[config.mk]
export PLATFORM = sky130hd
export DESIGN_NAME = clk_gate_ctrl
export DESIGN_NICKNAME = d
export VERILOG_FILES = /design/src/rtl/clk_gate_ctrl_pkg.sv /design/src/rtl/clk_gate_ctrl_dom_fsm.sv /design/src/rtl/clk_gate_ctrl.sv
export SDC_FILE = /design/constraint.sdc
export NUM_CORES = 1
export LEC_CHECK = 0
export ABC_AREA = 1
export BUFFER_PORTS_ARGS = -buffer_cell sky130_fd_sc_hd__buf_4
export CAP_MARGIN = 20
export CELL_PAD_IN_SITES_DETAIL_PLACEMENT = 1
export CELL_PAD_IN_SITES_GLOBAL_PLACEMENT = 2
export CORE_MARGIN = 5
export CORE_UTILIZATION = 29
export CTS_CLUSTER_SIZE = 16
export DETAILED_ROUTE_END_ITERATION = 16
export PLACE_DENSITY_LB_ADDON = 0.05
export SLEW_MARGIN = 20
export SYNTH_ARGS = -nofsm -noshare
export SYNTH_HDL_FRONTEND = slang
export SYNTH_SLANG_ARGS = --single-unit
[constraint.sdc]
create_clock -name ck_i -period 2.2 [get_ports ck_i]
set_input_delay 0.11 -clock ck_i [delete_from_list [all_inputs] [get_ports ck_i]]
set_output_delay 0.11 -clock ck_i [all_outputs]
set_load 0.01 [all_outputs]
[src/rtl/clk_gate_ctrl_pkg.sv]
// Shared state encoding and width helpers for the clock-gating controller.
package clk_gate_ctrl_pkg;

    typedef enum logic [1:0] {
        ST_OFF  = 2'b00,
        ST_WAKE = 2'b01,
        ST_ON   = 2'b10,
        ST_BAD  = 2'b11
    } dom_state_e;

    // Bits needed to hold 0..max_val, never fewer than one.
    function automatic int cnt_width(input int max_val);
        return (max_val < 2) ? 1 : $clog2(max_val + 1);
    endfunction

    function automatic int on_cnt_width(input int n);
        return $clog2(n + 1);
    endfunction

    function automatic int ptr_width(input int n);
        return (n < 2) ? 1 : $clog2(n);
    endfunction

endpackage

[src/rtl/clk_gate_ctrl_dom_fsm.sv]
// Per-domain OFF/WAKE/ON sequencer driving one gate cell's enable and ACK.
module clk_gate_dom_fsm
    import clk_gate_ctrl_pkg::*;
#(
    parameter int IDLE_CYC = 16,
    parameter int WAKE_CYC = 2
) (
    input  logic       clk_i,
    input  logic       rst_i,
    input  logic       grant_i,
    input  logic       req_i,
    input  logic       busy_i,
    input  logic       freeze_i,
    output logic       e_o,
    output logic       ack_o,
    output logic       active_o,
    output dom_state_e state_o
);

    localparam int IW = cnt_width(IDLE_CYC);
    localparam int WW = cnt_width(WAKE_CYC);
    localparam logic [IW-1:0] IDLE_LAST = IW'(IDLE_CYC - 1);
    localparam logic [WW-1:0] WAKE_LAST = WW'(WAKE_CYC - 1);

    dom_state_e    state_q, state_d;
    logic [WW-1:0] wake_cnt_q, wake_cnt_d;
    logic [IW-1:0] idle_cnt_q, idle_cnt_d;
    logic          first_on_q, first_on_d;
    logic          quiet;

    // The first ON cycle counts as active, so idling starts once ACK is visible.
    assign quiet = ~(req_i | busy_i) & ~first_on_q;

    always_ff @(posedge clk_i) begin
        if (rst_i) begin
            state_q    <= ST_OFF;
            wake_cnt_q <= '0;
            idle_cnt_q <= '0;
            first_on_q <= 1'b0;
        end else begin
            state_q    <= state_d;
            wake_cnt_q <= wake_cnt_d;
            idle_cnt_q <= idle_cnt_d;
            first_on_q <= first_on_d;
        end
    end

    always_comb begin
        state_d    = state_q;
        wake_cnt_d = wake_cnt_q;
        idle_cnt_d = idle_cnt_q;
        first_on_d = first_on_q;
        if (!freeze_i) begin
            case (state_q)
                ST_OFF: begin
                    if (grant_i) begin
                        state_d    = ST_WAKE;
                        wake_cnt_d = '0;
                    end
                end
                ST_WAKE: begin
                    if (wake_cnt_q == WAKE_LAST) begin
                        state_d    = ST_ON;
                        wake_cnt_d = '0;
                        idle_cnt_d = '0;
                        first_on_d = 1'b1;
                    end else begin
                        wake_cnt_d = wake_cnt_q + 1'b1;
                    end
                end
                ST_ON: begin
                    first_on_d = 1'b0;
                    if (!quiet) begin
                        idle_cnt_d = '0;
                    end else if (idle_cnt_q == IDLE_LAST) begin
                        // This idle cycle brings the count to IDLE_CYC.
                        state_d    = ST_OFF;
                        idle_cnt_d = '0;
                    end else begin
                        idle_cnt_d = idle_cnt_q + 1'b1;
                    end
                end
                default: begin
                    state_d    = ST_OFF;
                    wake_cnt_d = '0;
                    idle_cnt_d = '0;
                    first_on_d = 1'b0;
                end
            endcase
        end
    end

    always_comb begin
        e_o   = 1'b0;
        ack_o = 1'b0;
        case (state_q)
            ST_WAKE: e_o = 1'b1;
            ST_ON: begin
                e_o   = 1'b1;
                ack_o = 1'b1;
            end
            default: begin
                e_o   = 1'b0;
                ack_o = 1'b0;
            end
        endcase
    end

    assign active_o = e_o;
    assign state_o  = state_q;

endmodule

[src/rtl/clk_gate_ctrl.sv]
// Clock-gate bank controller: round-robin admission under an ON budget, test freeze.
module clk_gate_ctrl
    import clk_gate_ctrl_pkg::*;
#(
    parameter int N        = 4,
    parameter int IDLE_CYC = 16,
    parameter int WAKE_CYC = 2,
    parameter int MAX_ON   = 2,
    localparam int CW      = on_cnt_width(N),
    localparam int PW      = ptr_width(N)
) (
    input  logic            ck_i,
    input  logic            rst_i,
    input  logic            te_i,
    input  logic [N-1:0]    req_i,
    input  logic [N-1:0]    busy_i,
    output logic [N-1:0]    e_o,
    output logic            se_o,
    output logic [N-1:0]    ack_o,
    output logic [CW-1:0]   on_cnt_o,
    output logic [PW-1:0]   dbg_ptr_o,
    output logic [2*N-1:0]  dbg_state_o
);

    logic [N-1:0]  active;
    logic [N-1:0]  cand;
    logic [N-1:0]  grant;
    logic [CW-1:0] on_cnt;
    logic [PW-1:0] ptr_q, ptr_d;
    logic [PW-1:0] scan_idx;
    logic [PW-1:0] grant_idx;
    logic          grant_vld;
    logic          se_q;

    always_ff @(posedge ck_i) begin
        if (rst_i) begin
            ptr_q <= '0;
            se_q  <= 1'b0;
        end else begin
            ptr_q <= ptr_d;
            se_q  <= te_i;
        end
    end

    always_comb begin
        on_cnt = '0;
        for (int i = 0; i < N; i++) begin
            on_cnt = on_cnt + CW'(active[i]);
        end
    end

    assign cand = req_i & ~active;

    // First requesting OFF domain at or after the pointer; budget uses the pre-edge count.
    always_comb begin
        grant_vld = 1'b0;
        grant_idx = '0;
        scan_idx  = '0;
        for (int k = 0; k < N; k++) begin
            scan_idx = PW'((int'(ptr_q) + k) % N);
            if (!grant_vld && cand[scan_idx]) begin
                grant_vld = 1'b1;
                grant_idx = scan_idx;
            end
        end
        if (te_i || (on_cnt >= CW'(MAX_ON))) begin
            grant_vld = 1'b0;
        end
    end

    always_comb begin
        grant = '0;
        if (grant_vld) begin
            grant[grant_idx] = 1'b1;
        end
    end

    always_comb begin
        ptr_d = ptr_q;
        if (grant_vld) begin
            ptr_d = (grant_idx == PW'(N - 1)) ? '0 : grant_idx + 1'b1;
        end
    end

    for (genvar i = 0; i < N; i++) begin : g_dom
        dom_state_e st;

        clk_gate_dom_fsm #(
            .IDLE_CYC (IDLE_CYC),
            .WAKE_CYC (WAKE_CYC)
        ) u_fsm (
            .clk_i    (ck_i),
            .rst_i    (rst_i),
            .grant_i  (grant[i]),
            .req_i    (req_i[i]),
            .busy_i   (busy_i[i]),
            .freeze_i (te_i),
            .e_o      (e_o[i]),
            .ack_o    (ack_o[i]),
            .active_o (active[i]),
            .state_o  (st)
        );

        assign dbg_state_o[2*i +: 2] = st;
    end

    assign se_o      = se_q;
    assign on_cnt_o  = on_cnt;
    assign dbg_ptr_o = ptr_q;

endmodule
==> key figures, run 1 <==
Status
  • Status: finished with violations
  • Failing checks: negative setup slack

Critical path
  • Delay-heaviest family, CP: adder cells
  • Critical path data arrival time: 2.64 ns
  • CP Cell Sequence: inv_2 > ha_4 > fa_1 > ha_4 > inv_2 > ha_4 > a21oi_4 > nand3_2 > nand2_4 > nand3_2 > nand2_1 > nor2_1
  • CP Buf/Inv Count: 2
  • RR Endpoint: g_dom[3].u_fsm.wake_cnt_q[0]$_SDFFE_PP0P_
  • Worst setup EP type: flip-flop
  • Reg2reg path depth: 12
  • Kind of critical path: reg2reg
  • Flop2flop setup slack: -0.23 ns
  • Critical path launch point type: flip-flop
  • RR Startpoint: g_dom[1].u_fsm.state_o[1]$_SDFFE_PP0P_
  • Critical Path Most Common Cell: ha_4
  • CP max stage delay: 0.58 ns
  • Critical path fanouts, max: 5
  • CP max stage cell: fa_1
  • Worst EP required: 2.41 ns

STA
  • Rel. slew slack: 67.3%
  • Final worst slack: -0.230 ns
  • Worst clock skew: 0.0107 ns
  • RSZ-0062 raised after global routing: true
  • Worst-margin pin slew: 0.489 ns
  • Final setup viols: 19
  • Final cycle utilization of the critical path: 110%
  • Hold_ws: 0.0939 ns
  • Setup TNS: -3.84 ns
  • Fin. Hold Viols: 0
  • Fmax: 411 MHz
  • Fin. max-slew vios: 0
  • Final Critical Period: 2.43 ns

Place
  • Placed cell areas: 0.00321 mm2
  • Routability Congestion: 0.723
  • DP Wirelength: 5.87 mm
  • IO Port Bufs: 32

Cells and area
  • Final net count: 463
  • Layout cells sized above 1: 33.6%
  • # diodes: 0
  • Final core occ: 39.7%
  • Synth-to-Final Area Change: 32.8%
  • Fin area: 0.00348 mm2

Hold path
  • Worst Hold End: g_dom[3].u_fsm.idle_cnt_q[1]$_SDFFE_PP0P_
  • Worst hold path type: in2reg
  • Worst hold path cell count: 2
  • Hold path start: rst_i

Global route
  • Total gr overflow: 0
  • First-pass GRT wire length: 12.7 mm
  • Tot GR Track Use: 13.8%
  • Largest net degree at the start of global routing: 14
  • Initial antenna violation count: 0
  • Vias in the first global route: 2,643

Floorplanning
  • Die span in y: 105 um
  • Row count: 34
  • Initial Utilization: 29.9%
  • Full die area: 0.0110 mm2
  • I/O pin count: 33
  • Die X: 105 um
  • Core ar.: 0.00876 mm2

Clocking
  • Root buffer cell: clkbuf_8
  • CTS tree: built
  • Clock Tree Buf Depth: 2
  • Clock Latency Late Sink: 0.30 ns
  • CTS sink cnt: 43
  • H-tree Lvls: 2
  • Inserted Clock Buffers: 5
  • CTS clock-pin slew for the worst setup and hold paths: 0.09 ns

Power
  • Power share of the clock group: 14.0%
  • Pleak: 0.00151 uW
  • Comb pwr share: 60.9%
  • PwrDens: 1070 mW/mm2
  • Reg power frac: 25.1%
  • Tot Pwr: 3720 uW
  • Switching part of the total: 43.8%
  • P_sw: 1630 uW
  • Internal Power: 2090 uW
  • Peak VDD IR: 0.608 mV

Detailed routing
  • ANT nets after route: 0
  • Post-DR wirelength/cell: 13.9 um
  • DR vias/cell: 4.61
  • DR iter-0 viols: 35
  • Overall routed net length: 7.46 mm
  • Drt pass-1 iters: 4
  • DRC violations left: 0
  • Total vias in the final route: 2,476

Synth
  • Yosys cell types: 33
  • YS warnings: 0
  • Seq cells post-synth: 43
  • Synthesized area: 0.00262 mm2
  • Seq/Total Area, Yosys: 32.8%
  • Syn nets: 402
  • Syn_area_per_cell: 7.15 um2
  • Post-synthesis cell count: 367

Run
  • Maxcap violations: 0
[power by group through the flow]
stage               Combinational [uW]  Clock [uW]  Sequential, uW
finish                            2260         520             932
global route                      2500         586             946
CTS                               2040         551             933
detailed placement                1950           0             949
global placement                  1920           0             946
floorplan                         1250           0             965
[flip-flops by register name, indices dropped and copies added, names as in the netlist]
register and count:
g_dom.u_fsm.state_o 8, g_dom.u_fsm.first_on_q 4, se_o 1, dbg_ptr_o 2, g_dom.u_fsm.idle_cnt_q 20, g_dom.u_fsm.wake_cnt_q 8
[synth_stat cells]
cell,instances,share of area (%)
nor2_2,1,0.24
o21ai_1,1,0.19
nand4_2,1,0.48
fa_1,1,0.76
buf_2,2,0.38
clkbuf_1,1,0.14
ha_1,23,11
inv_2,1,0.14
a22oi_1,2,0.57
and3_1,1,0.24
buf_4,8,2.3
nand2_1,70,10
o21ai_2,1,0.33
nor2_4,1,0.43
a31oi_1,1,0.24
nand4_4,1,0.81
xor2_1,2,0.67
inv_1,47,6.7
a21oi_1,42,8.0
nand4_1,1,0.24
o21ai_0,9,1.7
nor2_1,41,5.9
o211ai_1,4,1.1
o31ai_1,1,0.29
nor3b_1,3,0.86
nand3_2,7,2.7
inv_8,1,0.43
or2_2,1,0.24
buf_6,1,0.43
nor3_1,8,1.5
nand2_2,10,2.4
nand3_1,30,5.7
dfxtp_1,43,33
[per-stage QoR]
stage	std cells	worst slack (ns)
4_1_cts	535	-0.211
5_1_grt	537	-0.346
2_1_floorplan	367	-0.0714
3_3_place_gp	525	-0.178
3_5_place_dp	525	-0.208
6_report	537	-0.230
[layout by cell type, fill, tap and decap left out, types with 2 or more instances in the layout]
cell type,Yosys,routed
inv_2,1,9
nand3_2,7,15
nor3_1,8,8
nand2_2,10,12
nand3_1,30,22
ha_4,0,6
a22oi_1,2,2
dfxtp_1,43,37
buf_4,8,61
o211ai_1,4,4
ha_1,23,17
xor2_1,2,2
nor2_2,1,5
nor3b_1,3,3
dfxtp_2,0,6
o21ai_0,9,8
clkbuf_8,0,5
inv_1,47,39
nor2_1,41,37
a21oi_2,0,3
o21ai_2,1,3
nand2_4,0,5
a21oi_1,42,38
nand2_1,70,63
buf_6,1,5
[cell type report]
cell class / count / area (um2)
sequential: 43 / 868
inverter: 49 / 191
fill: 1086 / 5280
clock inverter: 2 / 12.5
tap: 108 / 135
timing repair buffer: 66 / 514
clock buffer: 6 / 72.6
multi-input combinational: 263 / 1690
[repair_timing]
action	CTS	global route
hold buffers	0	0
gates cloned	0	0
pin swaps	1	15
resized for setup	9	34
endpoints found under the setup margin	20	21
endpoints found under the hold margin	0	0
setup buffers	2	3
[metal layers]
metal	track usage [%]	vias to the layer above	wire, um	part of all wire, %
li1	-	1308	-	-
met1	18.7	1141	3700	50
met2	22.7	22	3520	47
met3	2.53	5	176	2.4
met4	3.56	0	69	0.93
met5	0	-	0	0
[how the worst max path moves through the flow]
stage | start | to | slack (ns) | depth (start not counted)
2_1_floorplan | g_dom[3].u_fsm.state_o[0]$_SDFFE_PP0P_ | g_dom[1].u_fsm.state_o[1]$_SDFFE_PP0P_ | -0.07 | 12
3_3_place_gp | g_dom[0].u_fsm.state_o[1]$_SDFFE_PP0P_ | g_dom[3].u_fsm.state_o[1]$_SDFFE_PP0P_ | -0.18 | 13
3_5_place_dp | g_dom[0].u_fsm.state_o[1]$_SDFFE_PP0P_ | g_dom[0].u_fsm.wake_cnt_q[0]$_SDFFE_PP0P_ | -0.21 | 12
4_1_cts | g_dom[3].u_fsm.state_o[0]$_SDFFE_PP0P_ | g_dom[3].u_fsm.state_o[1]$_SDFFE_PP0P_ | -0.21 | 12
5_1_grt | g_dom[3].u_fsm.state_o[1]$_SDFFE_PP0P_ | g_dom[3].u_fsm.wake_cnt_q[1]$_SDFFE_PP0P_ | -0.35 | 18
6_report | g_dom[1].u_fsm.state_o[1]$_SDFFE_PP0P_ | g_dom[3].u_fsm.wake_cnt_q[0]$_SDFFE_PP0P_ | -0.23 | 12
[logic make-up after synthesis]
logic type	count (synthesis)	share of synthesized area [%]
adder cells (fa/ha/maj)	24	11.7
flip-flops	43	32.8
AND/OR/NAND/NOR	176	31.7
buffers and inverters	61	10.5
XOR/XNOR	2	0.668
AO/OA/AOI/OAI	61	12.5
Power figures use the tool's default switching activity.
==> run 2, diff against run 1 <==
- CORE_UTILIZATION: 29 -> 30
- SYNTH_HIERARCHICAL: unset -> 1
==> key figures, run 2 <==
Critical path
  • Reg2reg path depth: 20 (+8)
  • Crit path launch: g_dom[0].u_fsm/state_o[1]$_SDFFE_PP0P_
  • Critical path fanouts, max: 6 (+1)
  • RR Startpoint: g_dom[0].u_fsm/state_o[1]$_SDFFE_PP0P_
  • Critical path data arrival time: 2.91 ns (+0.27 ns)
  • Worst EP required: 2.43 ns (+0.02 ns)
  • RR Endpoint: g_dom[3].u_fsm/state_o[1]$_SDFFE_PP0P_
  • Kind of critical path: reg2reg
  • Worst setup EP type: flip-flop
  • Critical path launch point type: flip-flop
  • Worst Setup EP: g_dom[3].u_fsm/state_o[1]$_SDFFE_PP0P_
  • Flop2flop setup slack: -0.47 ns (-0.24 ns)

Synth
  • Syn_area_per_cell: 6.73 um2 (-5.8%)
  • Synthesized area: 0.00303 mm2 (+16%)
  • Syn nets: 492 (+22%)
  • Top cells by area, synth: dfxtp_1, nand2_1, ha_1, inv_1, nor2_1
  • Number of synthesized flops with an enable pin: 0 (unchanged)
  • Synth Area in XOR/XNOR: 0% (-0.67 points)
  • Synth area leader: dfxtp_1
  • Simple-gate share of the synthesized area: 38.1% (+6.4 points)
  • Seq cells post-synth: 43 (unchanged)
  • Compound-gate portion of the synthesized area: 7.10% (-5.4 points)
  • Post-synth top area share: 28.4% (-4.4 points)
  • Post-synthesis adder-cell area fraction: 13.0% (+1.3 points)
  • Top-count cell post-synth: nand2_1
  • Multiplexer area fraction after synthesis: 0% (unchanged)
  • Asr flop ratio synth: 0% (unchanged)
  • Post-synth top cells: nand2_1, inv_1, nor2_1, dfxtp_1, nand3_1
  • Seq/Total Area, Yosys: 28.4% (-4.4 points)
  • Largest family of logic cells by synthesized area: simple AND/OR/NAND/NOR gates
  • YS warnings: 6 (+6)
  • Leading register cell type out of synthesis: dfxtp_1
  • Yosys cell types: 24 (-27%)
  • Post-synthesis cell count: 450 (+23%)

Cells and area
  • Register Area: 882 um2 (+1.6%)
  • Reg with most FFs: g_dom.u_fsm/idle_cnt_q
  • Layout cells sized above 1: 34.3% (+0.77 points)
  • Non-filler instance count after layout: 666 (+24%)
  • Largest register FFs: 20 (unchanged)
  • Commonest non-fill, non-tap cells in the layout: nand2_1, buf_4, inv_1, nor2_1, dfxtp_1
  • Commonest non-fill, non-tap cell in the layout: nand2_1
  • Multi-input gate area: 0.00196 mm2 (+16%)
  • Fill cells: 1,287 (+19%)
  • Synth-to-Final Area Change: 34.8%
  • # diodes: 0 (unchanged)
  • Fin area: 0.00409 mm2 (+17%)
  • Final net count: 574 (+24%)

Detailed routing
  • DR vias/cell: 4.47 (-3.1%)
  • Overall routed net length: 8.41 mm (+13%)
  • ANT nets after route: 0 (unchanged)
  • DR iter-0 viols: 84 (+140%)
  • Total vias in the final route: 2,975 (+20%)
  • Drt pass-1 iters: 4 (unchanged)
  • DRC violations left: 0 (unchanged)
  • Post-DR wirelength/cell: 12.6 um (-9.1%)

STA
  • Worst-margin pin slew: 0.306 ns (-0.183 ns)
  • Fmax: 374 MHz (-9.1%)
  • Final setup viols: 20 (+1)
  • Fin. Hold Viols: 0 (unchanged)
  • Final Critical Period: 2.67 ns (+0.244 ns)
  • Final cycle utilization of the critical path: 122% (+11 points)
  • Worst clock skew: 0.00759 ns (-0.00315 ns)
  • Setup TNS: -7.26 ns (-3.42 ns)
  • Fin. max-slew vios: 0 (unchanged)
  • Rel. slew slack: 79.4% (+12 points)
  • Final worst slack: -0.474 ns (-0.244 ns)
  • RSZ-0062 raised after global routing: true

Global route
  • Tot GR Track Use: 14.1% (+0.28 points)
  • Largest net degree at the start of global routing: 23 (+9)
  • First-pass GRT wire length: 14.6 mm (+15%)
  • Initial antenna violation count: 0 (unchanged)
  • Vias in the first global route: 3,200 (+21%)
  • Total gr overflow: 0 (unchanged)

Power
  • Peak VDD IR: 0.377 mV (-38%)
  • PwrDens: 1180 mW/mm2 (+11%)
  • Pleak: 0.00194 uW (+29%)
  • Tot Pwr: 4820 uW (+30%)

Floorplanning
  • Row count: 36 (+5.9%)
  • Die span in y: 111 um (+5.1%)
  • Initial Utilization: 30.9% (+0.94 points)
  • I/O pin count: 33 (unchanged)
  • Die X: 111 um (+5.1%)
  • Full die area: 0.0122 mm2 (+11%)
  • Core ar.: 0.00982 mm2 (+12%)

Clocking
  • Inserted Clock Buffers: 5 (unchanged)
  • H-tree Lvls: 2 (unchanged)
  • CTS tree: built
  • Root buffer cell: clkbuf_8
  • CTS clock-pin slew for the worst setup and hold paths: 0.09 ns (about the same)
  • Clock Latency Late Sink: 0.30 ns (about the same)
  • Clock Tree Buf Depth: 2 (unchanged)
  • CTS sink cnt: 43 (unchanged)

Status
  • Failing checks: negative setup slack
  • Status: finished with violations

Place
  • Placed cell areas: 0.00376 mm2 (+17%)
  • Routability Congestion: 0.775 (+7.2%)
  • Dpl ws: -0.651 ns (-0.443 ns)
  • IO Port Bufs: 32 (unchanged)
  • DP Wirelength: 6.70 mm (+14%)
  • Dpl cells: 650 (+24%)

Hold path
  • Worst hold path type: in2reg

Run
  • Maxcap violations: 0 (unchanged)
==> run 2: cell count changes after synthesis, moves of 6 or more <==
cell	delta
inv_1	+29
nand2_2	+6
nor3_1	-8
nor2_1	+11
ha_1	+7
inv_2	+8
nand3_1	+6
a21oi_1	-15
nand2_1	+35
nand4_1	+12
==> run 2: power by group <==
part           leakage (uW)  switching [uW]  internal, uW
logic               0.00154            1810          1510
registers          0.000353            71.6           882
clock network     0.0000482             292           254
total               0.00194            2170          2650
==> run 2: cells by family (layout without fill, tap and decap cells) <==
family	count (synthesis)	in the layout
simple gates	243	243
buf+inv	93	176
flops	43	43
compound gates	40	40
fa+ha+maj	31	31
==> run 2: final cells by class <==
| type | count | share of cell area, % |
|---|---|---|
| clock inverters | 1 | 0.123 |
| multi-input cells | 314 | 47.9 |
| clock buffers | 7 | 2.11 |
| inverters | 88 | 8.82 |
| well taps | 133 | 4.07 |
| flip-flops and latches | 43 | 21.6 |
| repair buffers | 80 | 15.3 |
==> run 2: how the worst min path moves through the flow <==
stage	startpoint	end	slack, ns	cells after the start
after floorplan	rst_i	g_dom[0].u_fsm/first_on_q$_SDFFE_PP0P_	0.18	1
after global placement	te_i	se_o$_SDFF_PP0_	0.41	3
after detailed placement	g_dom[0].u_fsm/wake_cnt_q[1]$_SDFFE_PP0P_	g_dom[0].u_fsm/wake_cnt_q[1]$_SDFFE_PP0P_	0.42	2
after CTS	te_i	se_o$_SDFF_PP0_	0.10	3
after global routing	te_i	se_o$_SDFF_PP0_	0.11	3
final	te_i	se_o$_SDFF_PP0_	0.1	3
==> run 2: repair_timing <==
item                       CTS  global route
gates resized for setup     31            14
pin swaps                   26            20
buffers inserted             6             3
setup endpoints to repair   20            21
hold buffers                 0             0
==> run 2: per-layer routing <==
layer / wire length [um] / part of all wire, % / GRT usage (%) / vias up
met1: 3980 / 47 / 17.6 / 1389
met3: 241 / 2.9 / 2.84 / 7
met2: 4110 / 49 / 24.9 / 24
met5: 0 / 0 / 0 / -
li1: - / - / - / 1555
met4: 74 / 0.88 / 3.12 / 0
==> run 2: per-stage QoR <==
step / util, % / hold WS, ns
after floorplan: - / 0.179
after global placement: 38.3 / 0.415
after detailed placement: 38.3 / 0.421
after CTS: 40.9 / 0.101
after global routing: 41.6 / 0.114
final: 41.6 / 0.0974
==> run 2: worst max-delay path, cell delays in order (launching register included) <==
cell and delay [ns]:
dfxtp_4 0.37, inv_4 0.04, ha_4 0.27, inv_4 0.04, fa_1 0.55, inv_2 0.05
ha_4 0.16, inv_2 0.06, ha_4 0.12, inv_2 0.04, nor2_4 0.13, nand2_4 0.10
nor2_2 0.08, inv_1 0.05, nand2_1 0.06, nand2_2 0.08, nor2_4 0.14, nand3_2 0.09
nand2_1 0.07, inv_1 0.03, nor2_1 0.08
==> run 3, diff against run 2 <==
- CORE_UTILIZATION: 30 -> 33
- clock period: 2.2 -> 2.5 ns (I/O delays scaled with it)
==> key figures, run 3 (synthesis results as in run 2) <==
Clocking
  • H-tree Lvls: 2 (unchanged)
  • CTS tree: built
  • CTS clock-pin slew for the worst setup and hold paths: 0.08 ns (about the same)
  • Clock Tree Buf Depth: 2 (unchanged)
  • Clock Latency Late Sink: 0.30 ns (about the same)
  • Inserted Clock Buffers: 5 (unchanged)
  • Root buffer cell: clkbuf_8
  • CTS sink cnt: 43 (unchanged)

Hold path
  • Hold path start: te_i
  • Worst hold path cell count: 3 (unchanged)
  • Worst Hold End: se_o$_SDFF_PP0_
  • Worst hold path type: in2reg

Detailed routing
  • DR vias/cell: 4.63 (+3.7%)
  • DR iter-0 viols: 65 (-23%)
  • Overall routed net length: 8.11 mm (-3.5%)
  • DRC violations left: 0 (unchanged)
  • Drt pass-1 iters: 4 (unchanged)
  • ANT nets after route: 0 (unchanged)
  • Total vias in the final route: 2,970 (-0.17%)
  • Post-DR wirelength/cell: 12.7 um (+0.24%)

Floorplanning
  • Die X: 106 um (-4.2%)
  • Core ar.: 0.00911 mm2 (-7.2%)
  • I/O pin count: 33 (unchanged)
  • Initial Utilization: 33.3% (+2.4 points)
  • Full die area: 0.0112 mm2 (-8.3%)
  • Die span in y: 106 um (-4.2%)
  • Row count: 35 (-2.8%)

STA
  • RSZ-0062 raised after global routing: true
  • Final Critical Period: 2.68 ns (+0.00456 ns)
  • Hold_ws: 0.109 ns (+0.0116 ns)
  • Fin. Hold Viols: 0 (unchanged)
  • Fin. max-slew vios: 0 (unchanged)
  • Worst-margin pin slew: 0.293 ns (-0.0127 ns)
  • Fmax: 373 MHz (-0.17%)
  • Final setup viols: 16 (-20%)
  • Setup TNS: -1.90 ns (+5.36 ns)
  • Worst clock skew: 0.00713 ns (-0.000452 ns)
  • Final worst slack: -0.179 ns (+0.295 ns)
  • Final cycle utilization of the critical path: 107% (-14 points)
  • Rel. slew slack: 80.5% (+1.1 points)

Global route
  • First-pass GRT wire length: 13.9 mm (-4.7%)
  • Largest net degree at the start of global routing: 23 (unchanged)
  • Initial antenna violation count: 0 (unchanged)
  • Total gr overflow: 0 (unchanged)
  • Tot GR Track Use: 15.0% (+0.88 points)
  • Vias in the first global route: 3,042 (-4.9%)

Cells and area
  • Layout cells sized above 1: 34.7% (+0.38 points)
  • Commonest non-fill, non-tap cells in the layout: nand2_1, buf_4, inv_1, nor2_1, dfxtp_1
  • Reg with most FFs: g_dom.u_fsm/idle_cnt_q
  • # diodes: 0 (unchanged)
  • Largest register FFs: 20 (unchanged)
  • Non-filler instance count after layout: 641 (-3.8%)
  • Final net count: 571 (-0.52%)
  • Fin area: 0.00403 mm2 (-1.3%)
  • Commonest non-fill, non-tap cell in the layout: nand2_1
  • Synth-to-Final Area Change: 33.0%

Place
  • DP Wirelength: 6.49 mm (-3.2%)
  • IO Port Bufs: 32 (unchanged)
  • Dpl cells: 625 (-3.8%)
  • Placed cell areas: 0.00373 mm2 (-1.0%)
  • Routability Congestion: 0.823 (+6.2%)

Critical path
  • Critical path launch point type: flip-flop
  • RR Startpoint: g_dom[3].u_fsm/state_o[0]$_SDFFE_PP0P_
  • Reg2reg path depth: 20 (unchanged)
  • Critical path fanouts, max: 6 (unchanged)
  • RR Endpoint: g_dom[3].u_fsm/state_o[1]$_SDFFE_PP0P_
  • Kind of critical path: reg2reg
  • Worst EP required: 2.73 ns (+0.30 ns)
  • Critical path data arrival time: 2.91 ns (about the same)
  • Worst setup EP type: flip-flop
  • Flop2flop setup slack: -0.18 ns (+0.30 ns)

Power
  • PwrDens: 1040 mW/mm2 (-12%)
  • Comb pwr share: 68.4% (-0.5 points)
  • Reg power frac: 20.2% (+0.4 points)
  • Internal Power: 2300 uW (-13%)
  • Tot Pwr: 4190 uW (-13%)
  • P_sw: 1890 uW (-13%)
  • Switching part of the total: 45.1% (about the same)
  • Power share of the clock group: 11.4% (about the same)
  • Peak VDD IR: 0.539 mV (+43%)
  • Pleak: 0.00193 uW (-0.56%)

Run
  • Maxcap violations: 0 (unchanged)

Status
  • Failing checks: negative setup slack
  • Status: finished with violations
-- run 3: changes by cell type in the layout (fill, tap and decap cells not counted), sizes merged --
cell / change
buf: -3
-- run 3: routing by layer --
| metal | global-route usage, % | up-vias | share of wire (%) |
|---|---|---|---|
| met4 | 4.90 | 0 | 2.0 |
| met3 | 3.06 | 11 | 2.7 |
| met1 | 17.8 | 1378 | 46 |
| met5 | 0 | - | 0 |
| li1 | - | 1547 | - |
| met2 | 26.7 | 34 | 49 |
-- run 3: cell type report --
class / count / area (um2)
fillers: 1176 / 5080
multi-input cells: 314 / 1960
flip-flops and latches: 43 / 883
repair buffers: 77 / 594
inverters: 88 / 360
well taps: 111 / 139
clock buffers: 7 / 86.3
clock inverters: 1 / 5.00
-- run 3: repair_timing --
action | CTS | global route
buffers inserted | 3 | 5
hold buffers | 0 | 0
gates resized for setup | 20 | 24
pin swaps | 28 | 27
endpoints found under the setup margin | 16 | 16
-- run 3: per-stage QoR --
step / setup WS, ns / utilization, %
2_1_floorplan: -0.0587 / -
3_3_place_gp: -0.234 / 40.9
3_5_place_dp: -0.305 / 40.9
4_1_cts: -0.204 / 42.9
5_1_grt: -0.355 / 44.3
6_report: -0.179 / 44.3
-- run 3: worst max path at each step --
stage	from	endpoint	depth (start not counted)
after global routing	g_dom[3].u_fsm/state_o[0]$_SDFFE_PP0P_	g_dom[0].u_fsm/state_o[1]$_SDFFE_PP0P_	20
after global placement	g_dom[3].u_fsm/state_o[0]$_SDFFE_PP0P_	g_dom[0].u_fsm/state_o[1]$_SDFFE_PP0P_	20
after floorplan	g_dom[3].u_fsm/state_o[0]$_SDFFE_PP0P_	g_dom[0].u_fsm/state_o[0]$_SDFFE_PP0P_	19
after detailed placement	g_dom[3].u_fsm/state_o[0]$_SDFFE_PP0P_	g_dom[1].u_fsm/state_o[0]$_SDFFE_PP0P_	20
final	g_dom[3].u_fsm/state_o[0]$_SDFFE_PP0P_	g_dom[3].u_fsm/state_o[1]$_SDFFE_PP0P_	20
after CTS	g_dom[0].u_fsm/state_o[0]$_SDFFE_PP0P_	g_dom[2].u_fsm/state_o[1]$_SDFFE_PP0P_	20
-- run 3: worst max-delay path, stage by stage (launching register included) --
cell and delay [ns]:
dfxtp_4 0.39, inv_8 0.03, ha_4 0.27, inv_4 0.04
fa_1 0.53, inv_1 0.04, ha_2 0.17, inv_2 0.06
ha_4 0.12, inv_2 0.04, nor2_4 0.12, nand2_4 0.10
nor2_2 0.11, inv_1 0.04, nand2_1 0.06, nand2_2 0.08
nor2_4 0.11, nand3_2 0.10, nand2_1 0.08, inv_1 0.03
nor2_1 0.08
-- run 3: power groups by stage --
stage | Clock (uW) | Sequential, uW | Combinational, uW
floorplan | 0 | 886 | 1590
global placement | 0 | 856 | 2520
detailed placement | 0 | 861 | 2570
CTS | 507 | 846 | 2760
global route | 535 | 855 | 3220
finish | 479 | 845 | 2870
